<file path="config.mk">
export PLATFORM = sky130hd
export DESIGN_NAME = mmcme2_drp_div_reconfig_flat
export DESIGN_NICKNAME = d
export VERILOG_FILES = /design/src/rtl/mmcme2_drp_div_reconfig_if.sv /design/src/rtl/mmcme2_drp_div_reconfig.sv /design/src/flat_wrapper.sv
export SDC_FILE = /design/constraint.sdc
export NUM_CORES = 1
export LEC_CHECK = 0
export CORE_AREA = 3 3 131 102
export CTS_BUF_LIST = sky130_fd_sc_hd__clkbuf_8
export DETAILED_ROUTE_END_ITERATION = 8
export DIE_AREA = 0 0 134 105
export GPL_TIMING_DRIVEN = 0
export PLACE_DENSITY = 0.61
export SYNTH_ARGS = -nofsm -noshare
export SYNTH_HDL_FRONTEND = slang
export SYNTH_SLANG_ARGS = --single-unit
export TNS_END_PERCENT = 5
</file>
<file path="constraint.sdc">
create_clock -name clk_i -period 2.69 [get_ports clk_i]
set_input_delay 0.538 -clock clk_i [delete_from_list [all_inputs] [get_ports clk_i]]
set_output_delay 0.538 -clock clk_i [all_outputs]
set_load 0.01 [all_outputs]
</file>
<file path="src/rtl/mmcme2_drp_div_reconfig_if.sv">
// DRP bus between the divider reprogrammer (master) and the MMCME2_ADV
// dynamic reconfiguration port (slave).
//   drp_addr : DADDR, 7 bits
//   drp_en   : DEN, single-cycle strobe
//   drp_we   : DWE, qualifies drp_en as a write
//   drp_di   : DI, write data
//   drp_do   : DO, read data from the MMCM
//   drp_rdy  : DRDY, transaction complete
interface mmcme2_drp_div_reconfig_if;
  logic [6:0]  drp_addr;
  logic        drp_en;
  logic        drp_we;
  logic [15:0] drp_di;
  logic [15:0] drp_do;
  logic        drp_rdy;

  modport master (output drp_addr, drp_en, drp_we, drp_di, input drp_do, drp_rdy);
  modport slave  (input drp_addr, drp_en, drp_we, drp_di, output drp_do, drp_rdy);
endinterface

</file>
<file path="src/rtl/mmcme2_drp_div_reconfig.sv">
// Runtime reprogrammer for the CLKOUT0..N-1 dividers of one MMCME2_ADV.
// A new divide set is validated, the MMCM is held in reset, each output's
// CLKOUT reg1/reg2 is read-modify-written over DRP, then reset is released
// and lock is awaited with a timeout. The VCO settings are never touched.
// Ports:
//   clk_i, reset_n_i : DCLK and async active-low reset
//   cfg_v_i, cfg_div_i, cfg_ready_o : divide-set handshake (7 bits/output)
//   done_o   : one-cycle pulse at the end of a requested sequence
//   err_o    : sticky error (zero divide, DRP timeout, lock timeout)
//   locked_o : synchronised MMCM lock, forced low while reprogramming
//   mmcm_rst_o, mmcm_locked_i : MMCM RST / LOCKED
//   drp      : DRP master port
module mmcme2_drp_div_reconfig #(
  parameter int num_out_p      = 4,
  parameter int drp_timeout_p  = 64,
  parameter int lock_timeout_p = 65536
) (
  input  logic                   clk_i,
  input  logic                   reset_n_i,
  input  logic                   cfg_v_i,
  input  logic [7*num_out_p-1:0] cfg_div_i,
  output logic                   cfg_ready_o,
  output logic                   done_o,
  output logic                   err_o,
  output logic                   locked_o,
  output logic                   mmcm_rst_o,
  input  logic                   mmcm_locked_i,
  mmcme2_drp_div_reconfig_if.master drp
);
  localparam int NREG  = 2 * num_out_p;
  localparam int OW    = (num_out_p > 1) ? $clog2(num_out_p) : 1;
  localparam int IDX_W = OW + 1;
  localparam int DCW   = $clog2(drp_timeout_p + 1);
  localparam int LCW   = $clog2(lock_timeout_p + 1);

  typedef enum logic [3:0] {
    IDLE, CHECK, RST, RD, RD_WAIT, WR, WR_WAIT, RELEASE, LOCK_WAIT
  } state_t;

  state_t                        state_q, state_d;
  logic [num_out_p-1:0][6:0]     div_q, div_d;
  logic [IDX_W-1:0]              idx_q, idx_d;
  logic [7:0]                    old_hi_q, old_hi_d;   // old[15:8], kept in reg2
  logic                          old12_q, old12_d;     // old[12], reserved bit of reg1
  logic [DCW-1:0]                dcnt_q, dcnt_d;
  logic [LCW-1:0]                lcnt_q, lcnt_d;
  logic                          err_q, err_d;
  logic                          done_q, done_d;
  logic                          locked_q, locked_d;
  logic                          mrst_q, mrst_d;
  logic                          seq_q, seq_d;         // a requested sequence is in flight
  logic                          en_q, en_d;
  logic                          we_q, we_d;
  logic [6:0]                    addr_q, addr_d;
  logic [15:0]                   di_q, di_d;
  logic                          lock_s1_q, lock_s_q;

  // Divide-zero detect across all lanes of the latched set.
  logic [num_out_p-1:0] zero;
  for (genvar g = 0; g < num_out_p; g++) begin : g_zero
    assign zero[g] = (div_q[g] == 7'd0);
  end

  // Current register: idx[0] selects reg1/reg2, upper bits select the output.
  logic [OW-1:0] out_sel;
  logic [6:0]    cur_div, cur_addr;
  logic [5:0]    hi, lo;
  logic          nocnt;
  logic [15:0]   wr1, wr2;

  assign out_sel = idx_q[IDX_W-1:1];
  assign cur_div = div_q[out_sel];

  always_comb begin
    case (3'(out_sel))
      3'd0:    cur_addr = 7'h08;
      3'd1:    cur_addr = 7'h0A;
      3'd2:    cur_addr = 7'h0C;
      3'd3:    cur_addr = 7'h0E;
      3'd4:    cur_addr = 7'h10;
      3'd5:    cur_addr = 7'h06;   // CLKOUT5 lives below CLKOUT0 in the map
      3'd6:    cur_addr = 7'h12;
      default: cur_addr = 7'h08;
    endcase
    cur_addr = cur_addr | {6'd0, idx_q[0]};
  end

  // High/low counts; divide-by-1 bypasses the counter but keeps 1/1.
  always_comb begin
    hi    = cur_div[6:1];
    lo    = 6'(cur_div - {1'b0, hi});
    nocnt = (cur_div == 7'd1);
    if (nocnt) begin
      hi = 6'd1;
      lo = 6'd1;
    end
  end

  assign wr1 = {3'b000, old12_q, hi, lo};
  assign wr2 = {old_hi_q, cur_div[0], nocnt, 6'b0};

  logic unused_do;
  assign unused_do = ^{drp.drp_do[11:9], drp.drp_do[7:0]};

  always_comb begin
    state_d  = state_q;
    div_d    = div_q;
    idx_d    = idx_q;
    old_hi_d = old_hi_q;
    old12_d  = old12_q;
    dcnt_d   = dcnt_q;
    lcnt_d   = lcnt_q;
    err_d    = err_q;
    done_d   = 1'b0;
    locked_d = locked_q;
    mrst_d   = mrst_q;
    seq_d    = seq_q;
    en_d     = 1'b0;
    we_d     = 1'b0;
    addr_d   = addr_q;
    di_d     = di_q;
    case (state_q)
      IDLE: begin
        locked_d = lock_s_q;
        if (cfg_v_i) begin
          div_d   = cfg_div_i;
          err_d   = 1'b0;
          seq_d   = 1'b1;
          state_d = CHECK;
        end
      end
      CHECK: begin
        locked_d = lock_s_q;
        if (|zero) begin
          err_d   = 1'b1;
          done_d  = 1'b1;
          seq_d   = 1'b0;
          state_d = IDLE;
        end else begin
          state_d = RST;
        end
      end
      RST: begin
        mrst_d   = 1'b1;
        locked_d = 1'b0;
        idx_d    = '0;
        state_d  = RD;
      end
      RD: begin
        en_d    = 1'b1;
        addr_d  = cur_addr;
        dcnt_d  = '0;
        state_d = RD_WAIT;
      end
      RD_WAIT: begin
        if (drp.drp_rdy) begin
          old_hi_d = drp.drp_do[15:8];
          old12_d  = drp.drp_do[12];
          state_d  = WR;
        end else if (dcnt_q == DCW'(drp_timeout_p - 1)) begin
          err_d   = 1'b1;
          state_d = RELEASE;
        end else begin
          dcnt_d = dcnt_q + 1'b1;
        end
      end
      WR: begin
        en_d    = 1'b1;
        we_d    = 1'b1;
        addr_d  = cur_addr;
        di_d    = idx_q[0] ? wr2 : wr1;
        dcnt_d  = '0;
        state_d = WR_WAIT;
      end
      WR_WAIT: begin
        if (drp.drp_rdy) begin
          if (idx_q == IDX_W'(NREG - 1)) begin
            state_d = RELEASE;
          end else begin
            idx_d   = idx_q + 1'b1;
            state_d = RD;
          end
        end else if (dcnt_q == DCW'(drp_timeout_p - 1)) begin
          err_d   = 1'b1;
          state_d = RELEASE;
        end else begin
          dcnt_d = dcnt_q + 1'b1;
        end
      end
      RELEASE: begin
        mrst_d   = 1'b0;
        lcnt_d   = '0;
        locked_d = 1'b0;
        state_d  = LOCK_WAIT;
      end
      LOCK_WAIT: begin
        locked_d = 1'b0;
        if (lock_s_q) begin
          locked_d = 1'b1;
          done_d   = seq_q;
          seq_d    = 1'b0;
          state_d  = IDLE;
        end else if (lcnt_q == LCW'(lock_timeout_p - 1)) begin
          err_d    = 1'b1;
          done_d   = seq_q;
          seq_d    = 1'b0;
          state_d  = IDLE;
        end else begin
          lcnt_d = lcnt_q + 1'b1;
        end
      end
      default: state_d = RELEASE;
    endcase
  end

  always_ff @(posedge clk_i or negedge reset_n_i) begin
    if (!reset_n_i) begin
      state_q   <= RELEASE;   // power-up behaves as a lock wait
      div_q     <= '0;
      idx_q     <= '0;
      old_hi_q  <= '0;
      old12_q   <= 1'b0;
      dcnt_q    <= '0;
      lcnt_q    <= '0;
      err_q     <= 1'b0;
      done_q    <= 1'b0;
      locked_q  <= 1'b0;
      mrst_q    <= 1'b1;
      seq_q     <= 1'b0;
      en_q      <= 1'b0;
      we_q      <= 1'b0;
      addr_q    <= '0;
      di_q      <= '0;
      lock_s1_q <= 1'b0;
      lock_s_q  <= 1'b0;
    end else begin
      state_q   <= state_d;
      div_q     <= div_d;
      idx_q     <= idx_d;
      old_hi_q  <= old_hi_d;
      old12_q   <= old12_d;
      dcnt_q    <= dcnt_d;
      lcnt_q    <= lcnt_d;
      err_q     <= err_d;
      done_q    <= done_d;
      locked_q  <= locked_d;
      mrst_q    <= mrst_d;
      seq_q     <= seq_d;
      en_q      <= en_d;
      we_q      <= we_d;
      addr_q    <= addr_d;
      di_q      <= di_d;
      lock_s1_q <= mmcm_locked_i;
      lock_s_q  <= lock_s1_q;
    end
  end

  assign cfg_ready_o  = (state_q == IDLE);
  assign done_o       = done_q;
  assign err_o        = err_q;
  assign locked_o     = locked_q;
  assign mmcm_rst_o   = mrst_q;
  assign drp.drp_en   = en_q;
  assign drp.drp_we   = we_q;
  assign drp.drp_addr = addr_q;
  assign drp.drp_di   = di_q;
endmodule

</file>
<file path="src/flat_wrapper.sv">
// flat-port wrapper written by rule: the top's interface ports become plain ports
module mmcme2_drp_div_reconfig_flat 
#(
  parameter int num_out_p      = 4,
  parameter int drp_timeout_p  = 64,
  parameter int lock_timeout_p = 65536
)
  (clk_i, reset_n_i, cfg_v_i, cfg_div_i, cfg_ready_o, done_o, err_o, locked_o, mmcm_rst_o, mmcm_locked_i, drp_drp_addr, drp_drp_en, drp_drp_we, drp_drp_di, drp_drp_do, drp_drp_rdy);
  mmcme2_drp_div_reconfig_if drp_i ();
  input  logic clk_i;
  input  logic reset_n_i;
  input  logic cfg_v_i;
  input  logic [7*num_out_p-1:0] cfg_div_i;
  output logic cfg_ready_o;
  output logic done_o;
  output logic err_o;
  output logic locked_o;
  output logic mmcm_rst_o;
  input  logic mmcm_locked_i;
  output wire logic [$bits(drp_i.drp_addr)-1:0] drp_drp_addr;
  output wire logic [$bits(drp_i.drp_en)-1:0] drp_drp_en;
  output wire logic [$bits(drp_i.drp_we)-1:0] drp_drp_we;
  output wire logic [$bits(drp_i.drp_di)-1:0] drp_drp_di;
  input wire logic [$bits(drp_i.drp_do)-1:0] drp_drp_do;
  input wire logic [$bits(drp_i.drp_rdy)-1:0] drp_drp_rdy;
  assign drp_drp_addr = drp_i.drp_addr;
  assign drp_drp_en = drp_i.drp_en;
  assign drp_drp_we = drp_i.drp_we;
  assign drp_drp_di = drp_i.drp_di;
  assign drp_i.drp_do = drp_drp_do;
  assign drp_i.drp_rdy = drp_drp_rdy;
  mmcme2_drp_div_reconfig #(.num_out_p(num_out_p), .drp_timeout_p(drp_timeout_p), .lock_timeout_p(lock_timeout_p)) u_core (.clk_i(clk_i), .reset_n_i(reset_n_i), .cfg_v_i(cfg_v_i), .cfg_div_i(cfg_div_i), .cfg_ready_o(cfg_ready_o), .done_o(done_o), .err_o(err_o), .locked_o(locked_o), .mmcm_rst_o(mmcm_rst_o), .mmcm_locked_i(mmcm_locked_i), .drp(drp_i));
endmodule
</file>
==> results of run 1 <==
## sequential cells by signal (all words and copies together), names as in the netlist
name,cells
u_core.done_o,1
u_core.err_o,1
u_core.drp.drp_we,1
u_core.drp.drp_en,1
u_core.idx_q,3
u_core.old_hi_q,8
u_core.lcnt_q,17
u_core.div_q,28
u_core.drp.drp_di,16
u_core.locked_o,1
u_core.state_q,4
u_core.lock_s_q,1
u_core.drp.drp_addr,4
u_core.dcnt_q,7
u_core.seq_q,1
u_core.mmcm_rst_o,1
u_core.lock_s1_q,1
## repair_timing
item | in CTS | in global routing
setup buffers | 0 | 0
gates resized for setup | 2 | 5
endpoints found under the setup margin | 3 | 2
## power by group through the flow
| stage | sequential [mW] | combinational, mW | clock [mW] |
|---|---|---|---|
| final | 2.32 | 2.96 | 1.11 |
| after global routing | 2.39 | 3.32 | 1.21 |
| after CTS | 2.31 | 2.95 | 1.15 |
| after detailed placement | 2.34 | 2.93 | 0 |
| after global placement | 2.32 | 2.85 | 0 |
| after floorplan | 2.29 | 2.00 | 0 |
## through the flow
stage	cells	utilization [%]	instance area [µm²]
floorplan	442	-	4840
global placement	675	47.2	5720
detailed placement	676	47.4	5750
CTS	691	49.3	5990
global route	691	49.5	6010
finish	691	49.5	6010
## cell families (layout without fill, tap and decap cells)
family,Yosys count,in the layout
AND/OR/NAND/NOR,153,153
flip-flops,96,96
AO/OA/AOI/OAI,69,69
multiplexers,47,47
buffers and inverters,42,125
XOR/XNOR,18,18
adder cells (fa/ha/maj),14,14
other,1,3
## area by class of cell
cell class / count / area (µm²) / area share, %
Inverter: 20 / 75.1 / 1.25
Buffer: 22 / 146 / 2.44
Tap cell: 166 / 208 / 3.46
Multi-Input combinational cell: 304 / 2240 / 37.3
Sequential cell: 96 / 2410 / 40.1
Clock inverter: 5 / 97.6 / 1.62
Clock buffer: 10 / 138 / 2.29
Timing Repair Buffer: 68 / 696 / 11.6
## routing by layer
metal	track usage, %	vias to the layer above
li1	-	1710
met1	23.6	1777
met2	23.8	93
met3	5.34	7
met4	2.50	0
met5	0	-
## path summary, 6_finish.rpt
kind | from | end | slack [ns] | cells after the start
worst max register to register | u_core.idx_q[2]$_DFFE_PN0P_ | u_core.drp.drp_di[5]$_DFFE_PN0P_ | 0.12 | 10
worst max-delay path | u_core.idx_q[2]$_DFFE_PN0P_ | u_core.drp.drp_di[5]$_DFFE_PN0P_ | 0.12 | 10
worst min-delay path | reset_n_i | u_core.drp.drp_addr[3]$_DFFE_PN0N_ | 0.07 | 1
max in group asynchronous | reset_n_i | u_core.mmcm_rst_o$_DFFE_PN1P_ | 1.93 | 2
min in group clk_i | u_core.lock_s1_q$_DFF_PN0_ | u_core.lock_s_q$_DFF_PN0_ | 0.36 | 0
worst min register to register | u_core.lock_s1_q$_DFF_PN0_ | u_core.lock_s_q$_DFF_PN0_ | 0.36 | 0
## Yosys cell counts, types with 4 or more instances
library cell               number
sky130_fd_sc_hd__a21oi_1       12
sky130_fd_sc_hd__buf_2          6
sky130_fd_sc_hd__buf_4          5
sky130_fd_sc_hd__clkbuf_1       8
sky130_fd_sc_hd__dfrtp_1       92
sky130_fd_sc_hd__dfstp_2        4
sky130_fd_sc_hd__ha_1          13
sky130_fd_sc_hd__inv_1         20
sky130_fd_sc_hd__mux2_2        37
sky130_fd_sc_hd__mux4_2         6
sky130_fd_sc_hd__nand2_1       57
sky130_fd_sc_hd__nand3_1       16
sky130_fd_sc_hd__nor2_1        26
sky130_fd_sc_hd__nor2b_1        5
sky130_fd_sc_hd__nor4_1         8
sky130_fd_sc_hd__o21ai_0       28
sky130_fd_sc_hd__or3_1          4
sky130_fd_sc_hd__or4_1          4
sky130_fd_sc_hd__xnor2_1       12
sky130_fd_sc_hd__xor2_1         6
==> key figures, run 1 <==
Die
  – I/O pin cnt: 79
  – Vertical extent of the die: 105 µm
  – Chip width: 134 µm
  – Total core area: 12100 µm²
  – Initial core utilization: 39.9%
  – FP Rows: 35
  – DIE AREA: 14100 µm²

STA
  – Setup Viol. Count Final: 0
  – Accumulated negative setup slack: 0 ns
  – Clock Skew: 0.00678 ns
  – Achievable frequency: 389 MHz
  – Final WS setup: 0.118 ns
  – Max-slew headroom at the worst pin: 65.9%
  – Number of max-slew violations in the final report: 0
  – Setup repair after global routing missed its margin: no
  – Final worst-path cycle share: 95.6%
  – Min Clock Period, post-route: 2.57 ns
  – Final worst hold slack: 0.0707 ns
  – Worst Max-Slew Pin Slew: approximately 0.51 ns
  – Count of endpoints failing hold in the final timing report: 0

Synthesis
  – Multiplexer area fraction after synthesis: between 10% and 20%
  – Post-Synth Simple-Gate Area: 17.4%
  – Library cell with the largest summed area after synthesis: sky130_fd_sc_hd__dfrtp_1
  – Leading register cell type out of synthesis: sky130_fd_sc_hd__dfrtp_1
  – Adder and majority cell fraction of the synthesized area: 3.78%
  – Avg Synthesized Cell Area: around 11 µm²
  – Share of async-settable or async-resettable flops after synthesis: 100%
  – Cell types occupying the most area after synthesis: sky130_fd_sc_hd__dfrtp_1, sky130_fd_sc_hd__mux2_2, sky130_fd_sc_hd__nand2_1, sky130_fd_sc_hd__ha_1, sky130_fd_sc_hd__o21ai_0
  – Count of warnings emitted by yosys: 0
  – Post-synth top area share: about 48%
  – Flop and latch count out of synthesis: 96
  – Part of the Yosys area used for sequential elements: 49.8%
  – Xor-xnor portion of the synthesized cell area: 3.26%
  – Distinct cell type count after synthesis: 67
  – Synthesized-area fraction occupied by ao, oa, aoi and oai cells: 9.11%
  – Main combinational cell family by area after synthesis: simple AND/OR/NAND/NOR gates
  – Count of mapped cells out of synthesis: 440
  – Number of enable flip-flop cells after synthesis: 0
  – Post-synth design cell area: just under 5000 µm²

Final layout
  – Commonest non-fill, non-tap cells in the layout: sky130_fd_sc_hd__dfrtp_1, sky130_fd_sc_hd__clkdlybuf4s50_1, sky130_fd_sc_hd__nand2_1
  – Fraction of layout cells with a size suffix above 1: 18.3%
  – Most common library cell in the layout ignoring fill and taps: sky130_fd_sc_hd__dfrtp_1
  – Filler cells: 1109
  – # nets final: 584
  – P&R area growth vs syn: 24.2%
  – Number of inserted diodes: 0

Clock tree
  – Number of levels the H-tree was split into: 3
  – Clock sink count: 96
  – Root buffer selected by CTS: sky130_fd_sc_hd__clkbuf_8
  – Clock buffer depth: 2
  – Clock tree from TritonCTS: done
  – Worst-path clk slew: 0.09 ns
  – Number of hold-repair buffers added at the cts stage: 0
  – Number of buffers inserted during clock tree synthesis: 9
  – Worst skew pair latency: roughly 0.36 ns

Pwr
  – Clock group share of total power: 17.4%
  – Largest vdd supply drop: between 400 and 500 µV
  – Tot Pwr: 6.39 mW
  – Power Dens Cells: 1060 nW/µm²
  – Part of the total power dissipated in sequential elements: 36.3%
  – Internal Dissipation: between 4 and 5 mW
  – Leakage component of the power: approximately 2.6 nW
  – Switching power share of the total: 36.8%
  – Comb pwr share: 46.3%
  – Switching power total: 2.35 mW

Hold path
  – Classification of the worst-slack hold path: input port to asynchronous set/reset pin

Detailed routing
  – Mean routed wirelength per cell: roughly 16 µm
  – Post-route DRC violation count: 0
  – Total iterations of the first detailed-routing run: 4
  – Total via count in the routed design: approximately 3600
  – DR iter-0 viols: 138
  – Top layer in use: met4
  – Post-DRT Antenna Nets: 0
  – Via density per instance: between 5 and 6
  – Detailed-route wire length on metal 1: 5580 µm
  – Routed length on met3: 531 µm
  – Aggregate routed wire length: 10900 µm
  – Detailed route wirelength on metal2: 4740 µm

Setup path
  – WP buf/inv: 2
  – Type of the setup path with the least slack: register to register
  – Chain of cells forming the critical path: clkbuf_4, mux2_2, o21ai_4, inv_1, ha_1, or2_2, o221ai_1, a21oi_1, xnor2_1, a22o_1
  – CP max stage delay: 0.38 ns
  – Crit path max-delay cell type: sky130_fd_sc_hd__mux2_2
  – Data arrival at the endpoint of the critical path: between 2 and 3 ns
  – Maximum fanout along the worst path: 10
  – Cell family with the largest share of critical-path delay: compound AO/OA/AOI/OAI gates
  – Startpoint kind of the worst setup timing path: register
  – Data required, critical path: slightly below 3 ns
  – Worst Setup End Kind: register

Global routing
  – First-pass GRT wire length: 18200 µm
  – GRT Util Overall: 16.1%
  – Initial antenna violation count: 0
  – Remaining global-route overflow: 0
  – Number of global-route vias before repair: 3605
  – Pin count of the biggest net entering global routing: 74

Placement
  – Final weighted congestion in routability-driven placement: 0.826
  – Detailed Place HPWL: around 8000 µm
  – Count of input and output buffers: 67
  – Placement Setup Slack: -0.339 ns

Flow run
  – Maximum Capacitance Violations: 0

Run status
  – Outcome: complete, no violations
(Power assumes the default switching activity.)
==> inputs of run 2 (changes only) <==
--- a/config.mk
+++ b/config.mk
@@ -6,7 +6,6 @@
 export NUM_CORES = 1
 export LEC_CHECK = 0
 export CORE_AREA = 3 3 131 102
-export CTS_BUF_LIST = sky130_fd_sc_hd__clkbuf_8
 export DETAILED_ROUTE_END_ITERATION = 8
 export DIE_AREA = 0 0 134 105
 export GPL_TIMING_DRIVEN = 0
==> key figures, run 2 (synthesis gave the netlist of run 1 again) <==
Detailed routing
  – Mean routed wirelength per cell: about 16 µm
  – Top layer in use: met4
  – Total via count in the routed design: 3557
  – Detailed-route wire length on metal 1: around 5600 µm
  – Aggregate routed wire length: between 10000 and 15000 µm
  – Total iterations of the first detailed-routing run: 4
  – Post-route DRC violation count: 0
  – Routed length on met3: ~540 µm
  – Detailed route wirelength on metal2: approximately 4700 µm
  – DR iter-0 viols: 112
  – Post-DRT Antenna Nets: 0
  – Via density per instance: 5.15

Setup path
  – Data required, critical path: 2.92 ns
  – Maximum fanout along the worst path: 10
  – Critical Path Most Common Cell: sky130_fd_sc_hd__inv_1
  – Chain of cells forming the critical path: buf_12, mux4_2, inv_1, ha_1, inv_1, fa_1, a21o_1, a21oi_1, xor2_1, a22o_1
  – Type of the setup path with the least slack: register to register
  – Crit path max-delay cell type: sky130_fd_sc_hd__mux4_2
  – Data arrival at the endpoint of the critical path: 2.80 ns
  – Startpoint kind of the worst setup timing path: register
  – Cell family with the largest share of critical-path delay: multiplexers
  – CP max stage delay: 0.56 ns
  – WP buf/inv: 3
  – Worst Setup End Kind: register
  – Setup slack, reg-to-reg: 0.12 ns

STA
  – Number of max-slew violations in the final report: 0
  – Achievable frequency: 389 MHz
  – Setup Viol. Count Final: 0
  – Final worst-path cycle share: 95.5%
  – Final worst hold slack: 0.103 ns
  – Max-slew headroom at the worst pin: 62.7%
  – Final WS setup: 0.121 ns
  – Min Clock Period, post-route: ~2.6 ns
  – Worst Max-Slew Pin Slew: 0.559 ns
  – Clock Skew: 0.00848 ns
  – Count of endpoints failing hold in the final timing report: 0

Pwr
  – Largest vdd supply drop: around 450 µV
  – Clock group share of total power: 21.5%
  – Switching power total: 2.38 mW
  – Comb pwr share: 43.9%
  – Part of the total power dissipated in sequential elements: between 30 and 40%
  – Internal Dissipation: between 4 and 5 mW
  – Power Dens Cells: about 1100 nW/µm²
  – Switching power share of the total: 35.4%
  – Leakage component of the power: 2.60 nW

Global routing
  – Pin count of the biggest net entering global routing: 74
  – First-pass GRT wire length: roughly 18000 µm
  – Remaining global-route overflow: 0
  – Number of global-route vias before repair: 3652
  – GRT Util Overall: around 16%
  – Initial antenna violation count: 0

Placement
  – Post-DP Area: about 5700 µm²
  – Count of input and output buffers: between 60 and 70
  – Final weighted congestion in routability-driven placement: between 0.8 and 0.9
  – Placement Setup Slack: -0.339 ns
  – Detailed Place HPWL: 8010 µm

Final layout
  – Largest register by flop count: u_core.div_q
  – Fraction of layout cells with a size suffix above 1: 18.3%
  – Number of inserted diodes: 0
  – Commonest non-fill, non-tap cells in the layout: sky130_fd_sc_hd__dfrtp_1, sky130_fd_sc_hd__clkdlybuf4s50_1, sky130_fd_sc_hd__nand2_1
  – Largest register FFs: 28
  – Most common library cell in the layout ignoring fill and taps: sky130_fd_sc_hd__dfrtp_1
  – Final Core Density: 50.4%
  – P&R area growth vs syn: 26.3%
  – Final design instance area without fill: 6110 µm²
  – # nets final: 584

Die
  – I/O pin cnt: 79
  – Initial core utilization: between 30% and 40%
  – Vertical extent of the die: 105 µm
  – DIE AREA: 14100 µm²
  – FP Rows: 35
  – Chip width: between 100 and 150 µm
  – Total core area: 12100 µm²

Clock tree
  – Clock buffer depth: 2
  – Worst-path clk slew: 0.07 ns
  – Clock tree from TritonCTS: done
  – Number of buffers inserted during clock tree synthesis: 9
  – Resized cells post-CTS: 2
  – Clock sink count: 96
  – Worst skew pair latency: ~0.34 ns
  – Root buffer selected by CTS: sky130_fd_sc_hd__clkbuf_16
  – Number of hold-repair buffers added at the cts stage: 0
  – Number of levels the H-tree was split into: 3
  – Post-CTS repair timing setup buffer count: 0

Flow run
  – Maximum Capacitance Violations: 0

Run status
  – Outcome: complete, no violations

Hold path
  – Classification of the worst-slack hold path: input port to asynchronous set/reset pin
-- run 2: changes by cell type in the layout (fill, tap and decap cells not counted) --
cell and change:
sky130_fd_sc_hd__clkbuf_16 +9, sky130_fd_sc_hd__inv_1 -2, sky130_fd_sc_hd__clkbuf_8 -9, sky130_fd_sc_hd__clkbuf_1 +2
-- run 2: final cells by class --
cell class / count / area (µm²)
Clock inverter: 3 / 90.1
Multi-Input combinational cell: 304 / 2240
Buffer: 22 / 146
Sequential cell: 96 / 2410
Inverter: 20 / 75.1
Tap cell: 166 / 208
Fill cell: 1107 / 6020
Timing Repair Buffer: 68 / 696
Clock buffer: 12 / 246
-- run 2: worst paths after layout --
check,startpoint,to,depth (start not counted)
min reg2reg,u_core.lock_s1_q$_DFF_PN0_,u_core.lock_s_q$_DFF_PN0_,0
min,reset_n_i,u_core.drp.drp_addr[3]$_DFFE_PN0N_,1
max,u_core.idx_q[1]$_DFFE_PN0P_,u_core.drp.drp_di[4]$_DFFE_PN0P_,10
max in group asynchronous,reset_n_i,u_core.mmcm_rst_o$_DFFE_PN1P_,2
max reg2reg,u_core.idx_q[1]$_DFFE_PN0P_,u_core.drp.drp_di[4]$_DFFE_PN0P_,10
min in group clk_i,u_core.lock_s1_q$_DFF_PN0_,u_core.lock_s_q$_DFF_PN0_,0
-- run 2: per-stage QoR --
| step | total power, mW | setup TNS [ns] | std cells |
|---|---|---|---|
| after floorplan | 4.29 | 0 | 442 |
| after detailed placement | 5.27 | -0.518 | 676 |
| after CTS | 6.76 | 0 | 691 |
| final | 6.73 | 0 | 691 |
| after global placement | 5.16 | -230.07 | 675 |
| after global routing | 7.26 | -0.00783 | 691 |
-- run 2: metal layers --
layer | global-route usage, % | up-vias
met2 | 23.7 | 74
met4 | 3.82 | 0
met1 | 23.8 | 1768
li1 | - | 1708
met5 | 0 | -
met3 | 4.62 | 7
-- run 2: power by group through the flow --
stage	Combinational [mW]	Clock (mW)	Sequential [mW]
2_1_floorplan	2.00	0	2.29
3_3_place_gp	2.85	0	2.32
3_5_place_dp	2.93	0	2.34
4_1_cts	2.95	1.49	2.32
5_1_grt	3.32	1.55	2.39
6_report	2.95	1.45	2.32
==> inputs of run 3 (changes only) <==
--- a/config.mk
+++ b/config.mk
@@ -9,6 +9,7 @@
 export DETAILED_ROUTE_END_ITERATION = 8
 export DIE_AREA = 0 0 134 105
 export GPL_TIMING_DRIVEN = 0
+export MAX_ROUTING_LAYER = met4
 export PLACE_DENSITY = 0.61
 export SYNTH_ARGS = -nofsm -noshare
 export SYNTH_HDL_FRONTEND = slang
==> key figures, run 3 (synthesis gave the netlist of run 1 again) <==
Setup path
  – Critical Path Most Common Cell: sky130_fd_sc_hd__inv_1
  – Setup slack, reg-to-reg: 0.12 ns
  – Data arrival at the endpoint of the critical path: 2.80 ns
  – Data required, critical path: 2.92 ns
  – Crit path max-delay cell type: sky130_fd_sc_hd__mux4_2
  – Worst flop-to-flop path endpoint: u_core.drp.drp_di[4]$_DFFE_PN0P_
  – Reg2reg path depth: 10
  – CP max stage delay: 0.55 ns
  – Worst Setup End Kind: register
  – WP buf/inv: 3
  – Cell family with the largest share of critical-path delay: adder cells
  – Chain of cells forming the critical path: buf_12, mux4_2, inv_1, ha_1, inv_1, fa_1, a21o_1, a21oi_1, xor2_1, a22o_1
  – Launch point of the worst path: u_core.idx_q[1]$_DFFE_PN0P_
  – Worst reg2reg path startpoint: u_core.idx_q[1]$_DFFE_PN0P_
  – Maximum fanout along the worst path: 10
  – Type of the setup path with the least slack: register to register
  – Startpoint kind of the worst setup timing path: register

Run status
  – Outcome: complete, no violations

Final layout
  – # nets final: 584
  – Commonest non-fill, non-tap cells in the layout: sky130_fd_sc_hd__dfrtp_1, sky130_fd_sc_hd__clkdlybuf4s50_1, sky130_fd_sc_hd__nand2_1
  – Area taken by multi-input logic gates: 2240 µm²
  – Fraction of layout cells with a size suffix above 1: 18.3%
  – Largest register FFs: 28
  – Largest register by flop count: u_core.div_q
  – Filler cells: 1107
  – Most common library cell in the layout ignoring fill and taps: sky130_fd_sc_hd__dfrtp_1
  – Non-filler cells in the finished layout: a little under 700
  – Number of inserted diodes: 0
  – Final design instance area without fill: ~6100 µm²
  – P&R area growth vs syn: 26.3%
  – Sequential Area: ~2400 µm²

Detailed routing
  – Total iterations of the first detailed-routing run: 4
  – Post-DRT Antenna Nets: 0
  – Via density per instance: 5.15
  – Mean routed wirelength per cell: 15.8 µm
  – Post-route DRC violation count: 0
  – Total via count in the routed design: between 3000 and 4000
  – Aggregate routed wire length: around 11000 µm
  – DR iter-0 viols: 139

Global routing
  – Remaining global-route overflow: 0
  – GRT Util Overall: roughly 17%
  – Initial antenna violation count: 0
  – Pin count of the biggest net entering global routing: 74
  – First-pass GRT wire length: between 15000 and 20000 µm
  – Number of global-route vias before repair: 3650

Die
  – Total core area: 12100 µm²
  – I/O pin cnt: 79
  – Chip width: 134 µm
  – Vertical extent of the die: between 100 and 150 µm
  – FP Rows: 35
  – DIE AREA: 14100 µm²
  – Initial core utilization: 39.9%

Placement
  – Detailed Place HPWL: 8010 µm
  – Cell count after placement: 676
  – Count of input and output buffers: between 60 and 70
  – Post-DP Area: 5750 µm²
  – Placement Setup Slack: -0.339 ns
  – Final weighted congestion in routability-driven placement: ~0.84

Pwr
  – Power Dens Cells: 1100 nW/µm²
  – Tot Pwr: approximately 6.7 mW
  – Largest vdd supply drop: 457 µV
  – Leakage component of the power: 2.60 nW

STA
  – Final WS setup: 0.121 ns
  – Final worst-path cycle share: 95.5%
  – Clock Skew: 0.00708 ns
  – Number of max-slew violations in the final report: 0
  – Min Clock Period, post-route: 2.57 ns
  – Achievable frequency: roughly 390 MHz
  – Final worst hold slack: 0.0993 ns
  – Setup Viol. Count Final: 0
  – Worst Max-Slew Pin Slew: 0.560 ns
  – Max-slew headroom at the worst pin: 62.6%
  – Count of endpoints failing hold in the final timing report: 0

Clock tree
  – Worst skew pair latency: 0.34 ns
  – Root buffer selected by CTS: sky130_fd_sc_hd__clkbuf_16
  – Clock sink count: 96
  – Clock tree from TritonCTS: done
  – Number of buffers inserted during clock tree synthesis: 9
  – Number of levels the H-tree was split into: 3
  – Post-CTS repair timing setup buffer count: 0
  – Clock buffer depth: 2
  – Worst-path clk slew: 0.07 ns

Flow run
  – Maximum Capacitance Violations: 0

Hold path
  – Classification of the worst-slack hold path: input port to asynchronous set/reset pin
-- run 3: cell counts in the layout (fill, tap and decap cells not counted) --
Identical to the previous run, type by type.
-- run 3: repair_timing --
| item | 4_1_cts | 5_1_grt |
|---|---|---|
| endpoints found under the setup margin | 3 | 2 |
| resized for setup | 2 | 5 |
| hold buffers | 0 | 0 |
| endpoints found under the hold margin | 0 | 0 |
| pin swaps | 0 | 0 |
-- run 3: metrics by stage --
| stage | utilization [%] | setup TNS (ns) |
|---|---|---|
| after CTS | 50.2 | 0 |
| final | 50.4 | 0 |
| after detailed placement | 47.4 | -0.518 |
| after global placement | 47.2 | -230.07 |
| after floorplan | - | 0 |
| after global routing | 50.4 | -0.00783 |
-- run 3: area by class of cell --
type,instances,area share [%]
tap,166,3.40
buffer,22,2.40
clock buffer,12,4.03
multi-input combinational,304,36.7
timing repair buffer,68,11.4
clock inverter,3,1.47
inverter,20,1.23
sequential,96,39.4
-- run 3: metal layers --
| metal | share of wire [%] | global-route usage (%) |
|---|---|---|
| met1 | 51 | 24.0 |
| met2 | 43 | 23.6 |
| met3 | 4.6 | 4.43 |
| met4 | 1.1 | 3.82 |
| met5 | 0 | - |
-- run 3: worst max path at each step --
stage / end / cells past startpoint
3_5_place_dp: u_core.drp.drp_di[5]$_DFFE_PN0P_ / 10
5_1_grt: u_core.drp.drp_di[4]$_DFFE_PN0P_ / 10
3_3_place_gp: u_core.div_q[18]$_DFFE_PN0P_ / 1
6_report: u_core.drp.drp_di[4]$_DFFE_PN0P_ / 10
4_1_cts: u_core.drp.drp_di[5]$_DFFE_PN0P_ / 10
2_1_floorplan: u_core.drp.drp_di[5]$_DFFE_PN0P_ / 10
-- run 3: worst reg2reg max path, stage by stage (launching register included) --
cell                      delay [ns]
sky130_fd_sc_hd__dfrtp_1        0.40
sky130_fd_sc_hd__buf_12         0.17
sky130_fd_sc_hd__mux4_2         0.56
sky130_fd_sc_hd__inv_1          0.08
sky130_fd_sc_hd__ha_1           0.16
sky130_fd_sc_hd__inv_1          0.05
sky130_fd_sc_hd__fa_1           0.40
sky130_fd_sc_hd__a21o_1         0.18
sky130_fd_sc_hd__a21oi_1        0.17
sky130_fd_sc_hd__xor2_1         0.09
sky130_fd_sc_hd__a22o_1         0.20
-- run 3: power breakdown --
group / internal (mW) / switching (mW)
Clock: 0.929 / 0.517
Sequential: 1.97 / 0.358
Combinational: 1.45 / 1.51
Total: 4.35 / 2.39
